**config.mk**
```make
export PLATFORM = sky130hd
export DESIGN_NAME = i2c_master_arbiter
export DESIGN_NICKNAME = d
export VERILOG_FILES = /design/src/rtl/i2c_master_arbiter_pkg.sv /design/src/rtl/i2c_master_arbiter_selector.sv /design/src/rtl/i2c_master_arbiter.sv
export SDC_FILE = /design/constraint.sdc
export NUM_CORES = 1
export LEC_CHECK = 0
export CAP_MARGIN = 20
export CORE_MARGIN = 4
export CORE_UTILIZATION = 30
export DETAILED_ROUTE_END_ITERATION = 8
export PLACE_DENSITY_LB_ADDON = 0.05
export SYNTH_ARGS = -nofsm -noshare
export SYNTH_HDL_FRONTEND = slang
export SYNTH_SLANG_ARGS = --single-unit
```
**constraint.sdc**
```tcl
create_clock -name clock -period 3.3 [get_ports clock]
set_input_delay 0.99 -clock clock [delete_from_list [all_inputs] [get_ports clock]]
set_output_delay 0.99 -clock clock [all_outputs]
set_load 0.005 [all_outputs]
```
**src/rtl/i2c_master_arbiter_pkg.sv**
```systemverilog
// Shared types and default watchdog limits for the i2c_master arbiter.
package i2c_master_arbiter_pkg;

    typedef enum logic [2:0] {
        ST_IDLE,
        ST_LAUNCH,
        ST_TRANSFER,
        ST_COMPLETE,
        ST_FAULT
    } arbiter_state_t;

    localparam int          DEFAULT_TIMEOUT_WIDTH    = 20;
    localparam logic [19:0] DEFAULT_START_TIMEOUT    = 20'h000FF;
    localparam logic [19:0] DEFAULT_TRANSFER_TIMEOUT = 20'hFFFFF;

endpackage

```
**src/rtl/i2c_master_arbiter_selector.sv**
```systemverilog
// Combinational round-robin pick: first set request at or after the pointer, wrapping.
module round_robin_selector #(
    parameter int NUMBER_OF_REQUESTERS = 2,
    parameter int INDEX_WIDTH          = $clog2(NUMBER_OF_REQUESTERS)
) (
    input  logic [NUMBER_OF_REQUESTERS-1:0] request,
    input  logic [INDEX_WIDTH-1:0]          priority_pointer,
    output logic [NUMBER_OF_REQUESTERS-1:0] one_hot,
    output logic [INDEX_WIDTH-1:0]          index,
    output logic                            valid
);

    // Scan from farthest to nearest so the closest candidate to the pointer wins.
    always_comb begin
        one_hot = '0;
        index   = '0;
        valid   = 1'b0;
        for (int k = NUMBER_OF_REQUESTERS - 1; k >= 0; k--) begin
            if (request[(int'(priority_pointer) + k) % NUMBER_OF_REQUESTERS]) begin
                valid          = 1'b1;
                index          = INDEX_WIDTH'((int'(priority_pointer) + k) % NUMBER_OF_REQUESTERS);
                one_hot        = '0;
                one_hot[index] = 1'b1;
            end
        end
    end

endmodule

```
**src/rtl/i2c_master_arbiter.sv**
```systemverilog
// Shares one i2c_master between several clients: round-robin grant, command latch, watchdog.
module i2c_master_arbiter
    import i2c_master_arbiter_pkg::*;
#(
    parameter int NUMBER_OF_REQUESTERS = 2,
    parameter int DATA_WIDTH           = 8,
    parameter int REGISTER_WIDTH       = 8,
    parameter int ADDRESS_WIDTH        = 7,
    parameter int TIMEOUT_WIDTH        = DEFAULT_TIMEOUT_WIDTH,
    parameter logic [TIMEOUT_WIDTH-1:0] START_TIMEOUT    = TIMEOUT_WIDTH'(DEFAULT_START_TIMEOUT),
    parameter logic [TIMEOUT_WIDTH-1:0] TRANSFER_TIMEOUT = TIMEOUT_WIDTH'(DEFAULT_TRANSFER_TIMEOUT)
) (
    input  logic                                       clock,
    input  logic                                       reset,
    input  logic [NUMBER_OF_REQUESTERS-1:0]            request,
    input  logic [NUMBER_OF_REQUESTERS-1:0]            read_write,
    input  logic [NUMBER_OF_REQUESTERS*DATA_WIDTH-1:0] mosi_data,
    input  logic [NUMBER_OF_REQUESTERS*REGISTER_WIDTH-1:0] register_address,
    input  logic [NUMBER_OF_REQUESTERS*ADDRESS_WIDTH-1:0]  device_address,
    output logic [NUMBER_OF_REQUESTERS-1:0]            grant,
    output logic [NUMBER_OF_REQUESTERS-1:0]            done,
    output logic [NUMBER_OF_REQUESTERS-1:0]            error,
    output logic [DATA_WIDTH-1:0]                      miso_data,
    output logic                                       master_enable,
    output logic                                       master_read_write,
    output logic [DATA_WIDTH-1:0]                      master_mosi_data,
    output logic [REGISTER_WIDTH-1:0]                  master_register_address,
    output logic [ADDRESS_WIDTH-1:0]                   master_device_address,
    output logic                                       master_reset_n,
    input  logic                                       master_busy,
    input  logic [DATA_WIDTH-1:0]                      master_miso_data
);

    localparam int INDEX_WIDTH = $clog2(NUMBER_OF_REQUESTERS);

    arbiter_state_t                state, next_state;
    logic [INDEX_WIDTH-1:0]        priority_pointer, owner, next_pointer;
    logic [TIMEOUT_WIDTH-1:0]      watchdog;
    logic [NUMBER_OF_REQUESTERS-1:0] select_one_hot;
    logic [INDEX_WIDTH-1:0]        select_index;
    logic                          select_valid;

    round_robin_selector #(
        .NUMBER_OF_REQUESTERS(NUMBER_OF_REQUESTERS),
        .INDEX_WIDTH         (INDEX_WIDTH)
    ) selector (
        .request         (request),
        .priority_pointer(priority_pointer),
        .one_hot         (select_one_hot),
        .index           (select_index),
        .valid           (select_valid)
    );

    assign next_pointer  = (owner == INDEX_WIDTH'(NUMBER_OF_REQUESTERS - 1)) ? '0 : owner + 1'b1;
    assign master_enable = (state == ST_LAUNCH);
    assign done          = (state == ST_COMPLETE) ? grant : '0;
    assign error         = (state == ST_FAULT)    ? grant : '0;

    always_comb begin
        next_state = state;
        case (state)
            ST_IDLE:     if (select_valid) next_state = ST_LAUNCH;
            ST_LAUNCH: begin
                if (master_busy)                    next_state = ST_TRANSFER;
                else if (watchdog == START_TIMEOUT) next_state = ST_FAULT;
            end
            ST_TRANSFER: begin
                if (!master_busy)                      next_state = ST_COMPLETE;
                else if (watchdog == TRANSFER_TIMEOUT) next_state = ST_FAULT;
            end
            default:     next_state = ST_IDLE;
        endcase
    end

    always_ff @(posedge clock) begin
        if (reset) begin
            state                   <= ST_IDLE;
            grant                   <= '0;
            owner                   <= '0;
            priority_pointer        <= '0;
            watchdog                <= '0;
            miso_data               <= '0;
            master_read_write       <= 1'b0;
            master_mosi_data        <= '0;
            master_register_address <= '0;
            master_device_address   <= '0;
            master_reset_n          <= 1'b0;
        end else begin
            state          <= next_state;
            // The master is held in reset for exactly the FAULT cycle.
            master_reset_n <= (next_state != ST_FAULT);
            if (next_state != state)  watchdog <= '0;
            else if (watchdog != '1)  watchdog <= watchdog + 1'b1;
            case (state)
                ST_IDLE: if (select_valid) begin
                    grant                   <= select_one_hot;
                    owner                   <= select_index;
                    master_read_write       <= read_write[select_index];
                    master_mosi_data        <= mosi_data[select_index*DATA_WIDTH +: DATA_WIDTH];
                    master_register_address <= register_address[select_index*REGISTER_WIDTH +: REGISTER_WIDTH];
                    master_device_address   <= device_address[select_index*ADDRESS_WIDTH +: ADDRESS_WIDTH];
                end
                ST_TRANSFER: if (!master_busy && master_read_write) miso_data <= master_miso_data;
                ST_COMPLETE, ST_FAULT: begin
                    grant            <= '0;
                    priority_pointer <= next_pointer;
                end
                default: ;
            endcase
        end
    end

endmodule

```
==> impl_metrics.ini <==
[critical_path]
cp_slowest_cell = clkdlybuf4s50_1
path_max_fanout = 8
cp_data_required_time_ns = 2.31
critPathKind = reg -> out
arrival_ns = 1.96
cpLargestDelayFamily = simple AND/OR/NAND/NOR gates
path_cells = nor3b_1, and2_1, clkdlybuf4s50_1
cp_num_buf_inv = 1
endpoint_kind = output pin
critPathLaunchType = register
max_stage_delay_ns = 0.51

[pwr]
power.density_nw_per_um2 = 433
worst_ir_drop_vdd_uv = 145
fin_total_pwr_w = 0.00173
cellLeakagePower_nw = 1.60

[synth]
ys_warn_count = 0
ys_types = 43
synth-edff-count = 0
ys_seq_area_share_pct = 43.7
synth_nets = 367
synth.most_common_cell = dfxtp_1
synth.avg_cell_area_um2 = 9.02
ys_ff_latch = 60
synth_area_leaders = dfxtp_1 44%, mux2i_1 12%, nor2_1 8.0%, a211oi_1 7.1%, xor2_1 2.9%
synth-async-reset-ratio_pct = 0
ys.flop_type = dfxtp_1
synth_common_cells = 60 x dfxtp_1, 59 x nor2_1, 33 x mux2i_1
synthCells = 305
synth_top_area_cell = dfxtp_1
syn-cell-area_um2 = 2750
synth_top_area_share_pct = 43.7

[cts]
hold_buffers = 0
root_buffer = clkbuf_8
cts_buffer_depth = 2
cts_sinks = 60
cts.clk_slew.worst_paths_ns = 0.07
cts_post_setup_buffers_inserted = 0
cts_resized = 0
htree_levels = 3
cts_tree = built
cts_buffers = 9
clock_latency_ns = 0.33

[die]
die_y_um = 104
coreArea_um2 = 8810
num_rows = 34
dieArea_um2 = 10800
ios = 101
initial_core_util_pct = 31.2
die_w_um = 104

[grt]
grt_pass1_vias = 2377
grt_overflow = 0
grt_max_degree = 51
antenna_found_initial = 0
grt_usage_pct = 13.7
grt_pass1_wl_mm = 12.0

[timing]
clock.fmax_mhz = 339
setup_viol = 0
fin_worst_skew_ns = 0.00793
tightest_slew_ns = 0.862
slew_viol_final = 0
timing.final.ws_setup_ns = 0.354
fin_crit_ns = 2.95
period_share_pct = 89.3
hold_viol = 0
rsz0062_at_grt = no
slew_headroom_pct = 42.2
setup_tns_ns = 0

[place]
place_congestion = 0.770
dp_worst_setup_slack_ns = 0.402
dp_hpwl_mm = 5.24
portBuffers = 100

[status]
outcome = complete, no violations

[drt]
drt_iter0_drc = 123
ant_nets = 0
wl_per_cell_um = 14.1
dr.pass1.iters = 5
drc = 0
vias = 2531
drt-total-wl_mm = 7.20
viasPerCell = 4.95

[layout]
seqCellArea_um2 = 1200
area_growth_pct = 45.0
multiInputGateArea_um2 = 1440
drive_above_1_share_pct = 6.95
num_antenna_cells = 0
fin_nets = 462
fillers = 884

[min_path]
holdCritPathClass = reg -> reg

[run]
drv_cap = 0
report_power, final:
group | total [W] | internal (W) | switching, W
sequential | 0.000807 | 0.000774 | 0.0000331
clock | 0.000591 | 0.000323 | 0.000268
combinational | 0.000330 | 0.000197 | 0.000133
worst register-to-register path, delay by kind of cell, from the launching register on:
| family | cells | cell delay, ns |
|---|---|---|
| flops | 1 | 0.39 |
| mux | 1 | 0.28 |
| simple gates | 4 | 1.23 |
path summary, 6_finish.rpt:
| path | from | to | slack [ns] | depth (start not counted) |
|---|---|---|---|---|
| min reg2reg | miso_data[3] | miso_data[3] | 0.49 | 2 |
| max | state[2] | error[1] | 0.35 | 3 |
| max reg2reg | watchdog[8] | watchdog[1] | 1.29 | 5 |
| min | miso_data[3] | miso_data[3] | 0.49 | 2 |
cell families (layout without fill, tap and decap cells):
| kind of cell | after synthesis | after routing | synth area share, % |
|---|---|---|---|
| DFF | 60 | 60 | 43.7 |
| AOI/OAI and AO/OA | 53 | 53 | 12.8 |
| muxes | 33 | 33 | 12.0 |
| xor gates and xnor gates | 9 | 9 | 2.87 |
| and+or+nand+nor | 126 | 126 | 24.1 |
| buffers and inverters | 23 | 121 | 4.18 |
| adders and majority gates | 1 | 1 | 0.455 |
routing by layer:
metal | vias up | track usage (%) | routed length, um
met5 | - | 0 | 0
met4 | 0 | 5.13 | 96
met3 | 9 | 5.72 | 628
met2 | 99 | 20.6 | 3070
met1 | 1129 | 17.6 | 3400
li1 | 1294 | - | -
sequential cells by signal, summed over array words and instances (netlist names):
signal	cells
grant	2
master_device_address	7
master_mosi_data	8
master_read_write	1
master_register_address	8
master_reset_n	1
miso_data	8
owner	1
priority_pointer	1
state	3
watchdog	20
per-stage QoR:
stage          utilization [%]  hold WS, ns  instance area [um^2]  cells
2_1_floorplan                -        0.458                  2750    305
3_3_place_gp              43.3        0.473                  3810    497
3_5_place_dp              43.3        0.486                  3810    497
4_1_cts                   45.3        0.501                  3990    511
5_1_grt                   45.3        0.522                  3990    511
6_report                  45.3        0.491                  3990    511
layout make-up:
class / instances / share of cell area (%)
Tap cell: 108 / 3.39
Sequential cell: 60 / 30.1
Timing Repair Buffer: 104 / 25.8
Clock buffer: 12 / 4.14
Multi-Input combinational cell: 222 / 36.0
Clock inverter: 2 / 0.251
Inverter: 3 / 0.282
cells in the final DEF, fill, tap and decap left out, drive strengths merged, types with 2 or more instances in the layout:
| master | instances |
|---|---|
| nor3 | 4 |
| nor2 | 59 |
| a21oi | 11 |
| xor2 | 9 |
| and3 | 6 |
| clkbuf | 12 |
| a211oi | 26 |
| nand2 | 5 |
| nand3 | 13 |
| clkdlybuf4s50 | 100 |
| nor4 | 4 |
| nor3b | 3 |
| clkinv | 2 |
| a31oi | 4 |
| or2 | 3 |
| o21ai | 7 |
| or3 | 2 |
| and3b | 2 |
| buf | 4 |
| inv | 3 |
| mux2i | 33 |
| nand4 | 10 |
| and2 | 6 |
| and4 | 5 |
| dfxtp | 60 |
Power figures use the tool's default switching activity.
